===== src/rtl/sdes_collect_pkg.sv =====
// Shared types and default sizing for the serial-to-word collector.
package sdes_collect_pkg;

    localparam int DEF_WIDTH = 4;
    localparam int DEF_DEPTH = 2;

    typedef enum logic {
        IDLE    = 1'b0,
        COLLECT = 1'b1
    } state_t;

endpackage


===== src/rtl/sdes_collect_if.sv =====
// Bit-input and word-output bundle between the collector and its environment.
interface sdes_collect_if
    import sdes_collect_pkg::*;
#(
    parameter int WIDTH = DEF_WIDTH,
    parameter int DEPTH = DEF_DEPTH
) ();

    logic                   bit_vld;
    logic                   bit_in;
    logic                   dir;
    logic                   clr;
    logic                   out_rdy;
    logic [WIDTH-1:0]       out_data;
    logic                   out_vld;
    logic [$clog2(DEPTH):0] level;
    logic                   busy;
    logic                   ovf;

    modport master (
        output bit_vld, bit_in, dir, clr, out_rdy,
        input  out_data, out_vld, level, busy, ovf
    );

    modport slave (
        input  bit_vld, bit_in, dir, clr, out_rdy,
        output out_data, out_vld, level, busy, ovf
    );

endinterface


===== src/rtl/sdes_collect_fifo.sv =====
// Word buffer with a registered head word, so out_data/out_vld come straight from flops.
module sdes_fifo
    import sdes_collect_pkg::*;
#(
    parameter int WIDTH = DEF_WIDTH,
    parameter int DEPTH = DEF_DEPTH
) (
    input  logic                   clk,
    input  logic                   reset_n,
    input  logic                   clr,
    input  logic                   push,
    input  logic [WIDTH-1:0]       push_data,
    input  logic                   pop,
    output logic [WIDTH-1:0]       out_data,
    output logic                   out_vld,
    output logic [$clog2(DEPTH):0] level,
    output logic                   full,
    output logic                   empty
);

    localparam int AW = $clog2(DEPTH);
    localparam int LW = AW + 1;

    logic [WIDTH-1:0] mem_r [DEPTH];
    logic [AW-1:0]    wr_ptr_r;
    logic [AW-1:0]    rd_ptr_r;
    logic [LW-1:0]    level_r;
    logic [WIDTH-1:0] head_r;
    logic             vld_r;

    logic             do_pop_s;
    logic             do_push_s;
    logic [LW-1:0]    level_nxt_s;
    logic [WIDTH-1:0] head_nxt_s;

    assign empty    = (level_r == LW'(1'b0));
    assign full     = (level_r == LW'(DEPTH));
    assign out_data = head_r;
    assign out_vld  = vld_r;
    assign level    = level_r;

    // Accept/remove decisions, next occupancy and the word that will sit at the head.
    always_comb begin
        do_pop_s    = pop && !empty;
        do_push_s   = push && (!full || do_pop_s);
        level_nxt_s = level_r;
        head_nxt_s  = head_r;

        if (do_push_s && !do_pop_s) begin
            level_nxt_s = level_r + LW'(1'b1);
        end else if (do_pop_s && !do_push_s) begin
            level_nxt_s = level_r - LW'(1'b1);
        end else begin
            level_nxt_s = level_r;
        end

        // When the popped entry was the last stored one, the incoming word becomes the head.
        if (do_pop_s) begin
            if (level_r > LW'(1'b1)) begin
                head_nxt_s = mem_r[rd_ptr_r + AW'(1'b1)];
            end else if (do_push_s) begin
                head_nxt_s = push_data;
            end else begin
                head_nxt_s = head_r;
            end
        end else if (empty && do_push_s) begin
            head_nxt_s = push_data;
        end else begin
            head_nxt_s = head_r;
        end
    end

    // Storage, pointers and registered head/valid/level.
    always_ff @(posedge clk or negedge reset_n) begin
        if (!reset_n) begin
            for (int i = 0; i < DEPTH; i++) begin
                mem_r[i] <= {WIDTH{1'b0}};
            end
            wr_ptr_r <= {AW{1'b0}};
            rd_ptr_r <= {AW{1'b0}};
            level_r  <= {LW{1'b0}};
            head_r   <= {WIDTH{1'b0}};
            vld_r    <= 1'b0;
        end else if (clr) begin
            wr_ptr_r <= {AW{1'b0}};
            rd_ptr_r <= {AW{1'b0}};
            level_r  <= {LW{1'b0}};
            head_r   <= {WIDTH{1'b0}};
            vld_r    <= 1'b0;
        end else begin
            if (do_push_s) begin
                mem_r[wr_ptr_r] <= push_data;
                wr_ptr_r        <= wr_ptr_r + AW'(1'b1);
            end
            if (do_pop_s) begin
                rd_ptr_r <= rd_ptr_r + AW'(1'b1);
            end
            level_r <= level_nxt_s;
            head_r  <= head_nxt_s;
            vld_r   <= (level_nxt_s != LW'(1'b0));
        end
    end

endmodule


===== src/rtl/sdes_collect.sv =====
// Assembles serial bits into WIDTH-bit words (MSB- or LSB-first) and queues them for downstream.
module sdes_collect
    import sdes_collect_pkg::*;
#(
    parameter int WIDTH = DEF_WIDTH,
    parameter int DEPTH = DEF_DEPTH
) (
    input  logic          clk,
    input  logic          reset_n,
    sdes_collect_if.slave bus
);

    localparam int CW   = $clog2(WIDTH) + 1;
    localparam int LAST = WIDTH - 1;

    state_t           state_r;
    state_t           state_nxt_s;
    logic [CW-1:0]    count_r;
    logic [CW-1:0]    count_nxt_s;
    logic [WIDTH-1:0] shreg_r;
    logic [WIDTH-1:0] shreg_nxt_s;
    logic             dir_q_r;
    logic             dir_q_nxt_s;
    logic             busy_r;
    logic             ovf_r;
    logic             ovf_nxt_s;
    logic             shift_dir_s;
    logic [WIDTH-1:0] shifted_s;
    logic             push_s;
    logic             pop_req_s;
    logic             full_s;
    logic             empty_s;

    function automatic logic [WIDTH-1:0] shift_in(
        input logic [WIDTH-1:0] cur,
        input logic             b,
        input logic             d
    );
        logic [WIDTH-1:0] r;
        if (d == 1'b0) begin
            r    = cur << 1'b1;
            r[0] = b;
        end else begin
            r          = cur >> 1'b1;
            r[WIDTH-1] = b;
        end
        return r;
    endfunction

    assign pop_req_s = !empty_s && bus.out_rdy;
    assign bus.busy  = busy_r;
    assign bus.ovf   = ovf_r;

    // Assembly FSM: the first bit of a word uses the live dir, later bits the latched one.
    always_comb begin
        state_nxt_s = state_r;
        count_nxt_s = count_r;
        shreg_nxt_s = shreg_r;
        dir_q_nxt_s = dir_q_r;
        push_s      = 1'b0;
        shift_dir_s = (state_r == IDLE) ? bus.dir : dir_q_r;
        shifted_s   = shift_in(shreg_r, bus.bit_in, shift_dir_s);

        if (bus.clr) begin
            state_nxt_s = IDLE;
            count_nxt_s = {CW{1'b0}};
            shreg_nxt_s = {WIDTH{1'b0}};
        end else if (bus.bit_vld) begin
            case (state_r)
                IDLE: begin
                    dir_q_nxt_s = bus.dir;
                    if (WIDTH == 32'sd1) begin
                        push_s      = 1'b1;
                        state_nxt_s = IDLE;
                        count_nxt_s = {CW{1'b0}};
                        shreg_nxt_s = {WIDTH{1'b0}};
                    end else begin
                        state_nxt_s = COLLECT;
                        count_nxt_s = CW'(1'b1);
                        shreg_nxt_s = shifted_s;
                    end
                end
                COLLECT: begin
                    if (count_r == CW'(LAST)) begin
                        push_s      = 1'b1;
                        state_nxt_s = IDLE;
                        count_nxt_s = {CW{1'b0}};
                        shreg_nxt_s = {WIDTH{1'b0}};
                    end else begin
                        state_nxt_s = COLLECT;
                        count_nxt_s = count_r + CW'(1'b1);
                        shreg_nxt_s = shifted_s;
                    end
                end
                default: begin
                    state_nxt_s = IDLE;
                    count_nxt_s = {CW{1'b0}};
                    shreg_nxt_s = {WIDTH{1'b0}};
                end
            endcase
        end else begin
            state_nxt_s = state_r;
        end

        // A word completing into a full buffer with no simultaneous pop is lost.
        if (bus.clr) begin
            ovf_nxt_s = 1'b0;
        end else if (push_s && full_s && !pop_req_s) begin
            ovf_nxt_s = 1'b1;
        end else begin
            ovf_nxt_s = ovf_r;
        end
    end

    // Assembly state and status flags.
    always_ff @(posedge clk or negedge reset_n) begin
        if (!reset_n) begin
            state_r <= IDLE;
            count_r <= {CW{1'b0}};
            shreg_r <= {WIDTH{1'b0}};
            dir_q_r <= 1'b0;
            busy_r  <= 1'b0;
            ovf_r   <= 1'b0;
        end else begin
            state_r <= state_nxt_s;
            count_r <= count_nxt_s;
            shreg_r <= shreg_nxt_s;
            dir_q_r <= dir_q_nxt_s;
            busy_r  <= (count_nxt_s != {CW{1'b0}});
            ovf_r   <= ovf_nxt_s;
        end
    end

    sdes_fifo #(
        .WIDTH (WIDTH),
        .DEPTH (DEPTH)
    ) u_fifo (
        .clk       (clk),
        .reset_n   (reset_n),
        .clr       (bus.clr),
        .push      (push_s),
        .push_data (shifted_s),
        .pop       (pop_req_s),
        .out_data  (bus.out_data),
        .out_vld   (bus.out_vld),
        .level     (bus.level),
        .full      (full_s),
        .empty     (empty_s)
    );

endmodule

===== src/flat_wrapper.sv =====
// flat-port wrapper written by rule: the top's interface ports become plain ports
module sdes_collect_flat import sdes_collect_pkg::*;
#(
    parameter int WIDTH = DEF_WIDTH,
    parameter int DEPTH = DEF_DEPTH
)
  (clk, reset_n, bus_bit_vld, bus_bit_in, bus_dir, bus_clr, bus_out_rdy, bus_out_data, bus_out_vld, bus_level, bus_busy, bus_ovf);
  sdes_collect_if #(.WIDTH(WIDTH), .DEPTH(DEPTH)) bus_i ();
  input  logic clk;
  input  logic reset_n;
  input wire logic [$bits(bus_i.bit_vld)-1:0] bus_bit_vld;
  input wire logic [$bits(bus_i.bit_in)-1:0] bus_bit_in;
  input wire logic [$bits(bus_i.dir)-1:0] bus_dir;
  input wire logic [$bits(bus_i.clr)-1:0] bus_clr;
  input wire logic [$bits(bus_i.out_rdy)-1:0] bus_out_rdy;
  output wire logic [$bits(bus_i.out_data)-1:0] bus_out_data;
  output wire logic [$bits(bus_i.out_vld)-1:0] bus_out_vld;
  output wire logic [$bits(bus_i.level)-1:0] bus_level;
  output wire logic [$bits(bus_i.busy)-1:0] bus_busy;
  output wire logic [$bits(bus_i.ovf)-1:0] bus_ovf;
  assign bus_i.bit_vld = bus_bit_vld;
  assign bus_i.bit_in = bus_bit_in;
  assign bus_i.dir = bus_dir;
  assign bus_i.clr = bus_clr;
  assign bus_i.out_rdy = bus_out_rdy;
  assign bus_out_data = bus_i.out_data;
  assign bus_out_vld = bus_i.out_vld;
  assign bus_level = bus_i.level;
  assign bus_busy = bus_i.busy;
  assign bus_ovf = bus_i.ovf;
  sdes_collect #(.WIDTH(WIDTH), .DEPTH(DEPTH)) u_core (.clk(clk), .reset_n(reset_n), .bus(bus_i));
endmodule

===== config.mk =====
export PLATFORM = sky130hd
export DESIGN_NAME = sdes_collect_flat
export DESIGN_NICKNAME = d
export VERILOG_FILES = /design/src/rtl/sdes_collect_pkg.sv /design/src/rtl/sdes_collect_if.sv /design/src/rtl/sdes_collect_fifo.sv /design/src/rtl/sdes_collect.sv /design/src/flat_wrapper.sv
export SDC_FILE = /design/constraint.sdc
export NUM_CORES = 1
export LEC_CHECK = 0
export BUFFER_PORTS_ARGS = -buffer_cell sky130_fd_sc_hd__buf_4
export CORE_UTILIZATION = 57
export DETAILED_ROUTE_END_ITERATION = 10
export PLACE_DENSITY = 0.78
export SLEW_MARGIN = 0
export SYNTH_ARGS = -nofsm -noshare
export SYNTH_HDL_FRONTEND = slang
export SYNTH_HIERARCHICAL = 1
export SYNTH_SLANG_ARGS = --single-unit
export TNS_END_PERCENT = 5

===== constraint.sdc =====
create_clock -name clk -period 2.23 [get_ports clk]
set_clock_uncertainty 0.1 [all_clocks]
set_input_delay 0.669 -clock clk [delete_from_list [all_inputs] [get_ports clk]]
set_output_delay 0.669 -clock clk [all_outputs]
set_load 0.02 [all_outputs]

==> impl_metrics.yaml <==
outcome:
  status: "finished, final reports clean"
critical_path:
  worstPathRequired_ns: 2.36
  critPathKind: "reg2reg"
  cp-start-kind: "flip-flop"
  endpoint_kind: "flip-flop"
  critical_path.max_fanout: 5
  timing.rr.end: "u_core/u_fifo/mem_r[6]"
  crit_arrival_ns: 2.21
  r2r_cells: 8
  timing.rr.start: "u_core/u_fifo/level[1]"
  r2r_setup_slack_ns: 0.15
floorplanning:
  die-area_sq_um: 2700
  fp.dieH_um: 52.0
  die_x_um: 52.0
  rows: 17
  core_area_sq_um: 2280
  ios: 16
  start_util_pct: 62.6
sta:
  slew_violations: 0
  report.final.hold_viol_count: 0
  fmax_ghz: 0.481
  tns_ns: 0
  min_period_ns: 2.08
  period_share_pct: 93.2
  setup_viol: 0
  tightest_slew_ns: 0.435
  max_slew_margin_pct: 70.4
  rsz0062_at_grt: "no"
cts:
  clkTransAtPathRegs_ns: 0.15
  cts_tree: "done"
  post_cts_resize_count: 0
  clock_path_buffers: 2
  cts_setup_buffers: 0
  cts_root_buf: "clkbuf_4"
  h-tree-depth: 1
  cts_made_buffers: 3
  holdBufCountCts: 0
  insertion_delay_ns: 0.33
  clock-sinks: 28
logic_synthesis:
  syn_area_sq_um: 1420
  yosysUniqueCellTypes: 37
  synth_seq_area_share_pct: 49.2
  synth-async-reset-ratio_pct: 100
  syn-num-nets: 128
  synth_top_area_share_pct: 49.2
  netlist_top_cells_count: "dfrtp_1 (28), nor2_1 (12), mux2_2 (8)"
  yosysTopAreaCell: "dfrtp_1"
  syn_inst: 117
  synth_area_per_cell_sq_um: 12.2
  ys_warn_count: 6
  synthFlopType: "dfrtp_1"
  ys_ff_latch: 28
  synth.area.top_cells: "dfrtp_1 (49%), mux2_2 (6.3%), mux2_4 (5.3%)"
  yosysMostFrequentCell: "dfrtp_1"
  synth-edff-count: 0
route:
  first_pass_iters: 4
  post-route-drc-count: 0
  antenna_left: 0
  via_count: 962
  wl_per_cell_um: 15.6
  routed_wl_mm: 2.68
  dr.first_iter.drc_count: 19
  routed_via_density: 5.59
placed_design:
  place.gp.congestion: 0.775
  place_hpwl_mm: 1.98
  dpl_cell_area_sq_um: 1640
  io_buffer_count: 15
layout:
  seqCellArea_sq_um: 701
  nFillCells: 161
  synthToLayoutAreaGrowth_pct: 18.5
  multiInputGateArea_sq_um: 701
  nNetsFinal: 156
  n_antenna_cell: 0
  design_area_sq_um: 1690
  drive_gt1_share_pct: 35.4
power:
  p_per_area_nw_per_um2: 555
  leakage_uw: 0.000828
  finalPower_uw: 938
  peakVddDrop_v: 0.000492
min_path:
  min_path_type: "in2async"
global_routing:
  grt_max_degree: 29
  grt_pass1_vias: 1001
  grt_pass1_wl_mm: 4.61
  antenna_found_initial: 0
  track_usage_pct: 23.7
  gr-total-overflow: 0
run:
  maxCapViolCount: 0
[registers in the layout, indices dropped and copies added, names as in the netlist]
name and cells:
u_core/u_fifo/mem_r 8, u_core/shreg_r 4, u_core/u_fifo/out_data 4, u_core/count_r 3, u_core/u_fifo/level 2, u_core/bus.busy 1
u_core/bus.ovf 1, u_core/dir_q_r 1, u_core/state_r 1, u_core/u_fifo/out_vld 1, u_core/u_fifo/rd_ptr_r 1, u_core/u_fifo/wr_ptr_r 1
[layout make-up]
cell class	count	area share, %
sequential	28	41.5
multi-input combinational	83	41.5
timing repair buffer	24	10.7
tap	28	2.08
clock inverter	1	1.78
clock buffer	3	1.33
inverter	5	1.11
[per-layer routing]
layer | up-vias | routed length [um] | global-route usage, %
li1 | 479 | - | -
met1 | 460 | 1280 | 31.7
met2 | 21 | 1300 | 39.3
met3 | 2 | 88 | 2.63
met4 | 0 | 9 | 8.56
met5 | - | 0 | 0
[power breakdown]
part / switching [uW] / internal, uW
Sequential: 9.04 / 519
Combinational: 44.3 / 37.2
Clock: 147 / 182
[worst max-delay path by stage]
stage                           startpoint                     end  cells after the start
floorplan                          bus_clr  u_core/u_fifo/mem_r[4]                      6
global placement                   bus_clr  u_core/u_fifo/mem_r[5]                      7
detailed placement                 bus_clr  u_core/u_fifo/mem_r[6]                      7
CTS                 u_core/u_fifo/level[1]  u_core/u_fifo/mem_r[6]                      8
global route        u_core/u_fifo/level[0]  u_core/u_fifo/mem_r[6]                      8
finish              u_core/u_fifo/level[1]  u_core/u_fifo/mem_r[6]                      8
[through the flow]
| stage | setup WS (ns) | utilization [%] | std cells | hold slack (ns) |
|---|---|---|---|---|
| after floorplan | 0.125 | - | 117 | 0.273 |
| after global placement | 0.0236 | 71.9 | 168 | 0.384 |
| after detailed placement | 0.000649 | 71.9 | 168 | 0.395 |
| after CTS | 0.138 | 74.2 | 172 | 0.119 |
| after global routing | 0.0246 | 74.2 | 172 | 0.128 |
| final | 0.152 | 74.2 | 172 | 0.127 |
[kinds of logic after synthesis]
family / share of synthesized area, %
DFF: 49.2
AOI/OAI and AO/OA: 14.0
and+or+nand+nor: 13.8
buffers and inverters: 1.58
xor gates and xnor gates: 1.85
muxes: 16.1
adders and majority gates: 3.52
[cell usage in the layout, fill, tap and decap left out, types with 4 or more instances in the layout]
master    count
buf_4        24
mux2_4        5
nand2b_1      7
a21oi_1       5
ha_1          4
a22o_1        4
nor2_1       12
mux2_2        8
inv_1         4
mux2i_1       5
a221o_1       4
dfrtp_1      28
[critical path, cell delays in order (launching register included)]
cell      delay, ns
dfrtp_1        0.45
inv_1          0.10
ha_1           0.19
nand2b_1       0.18
inv_1          0.12
nand2b_4       0.08
a21oi_1        0.19
nor2b_4        0.22
mux2_2         0.36
No activity file was read; power rests on OpenSTA's default activity.
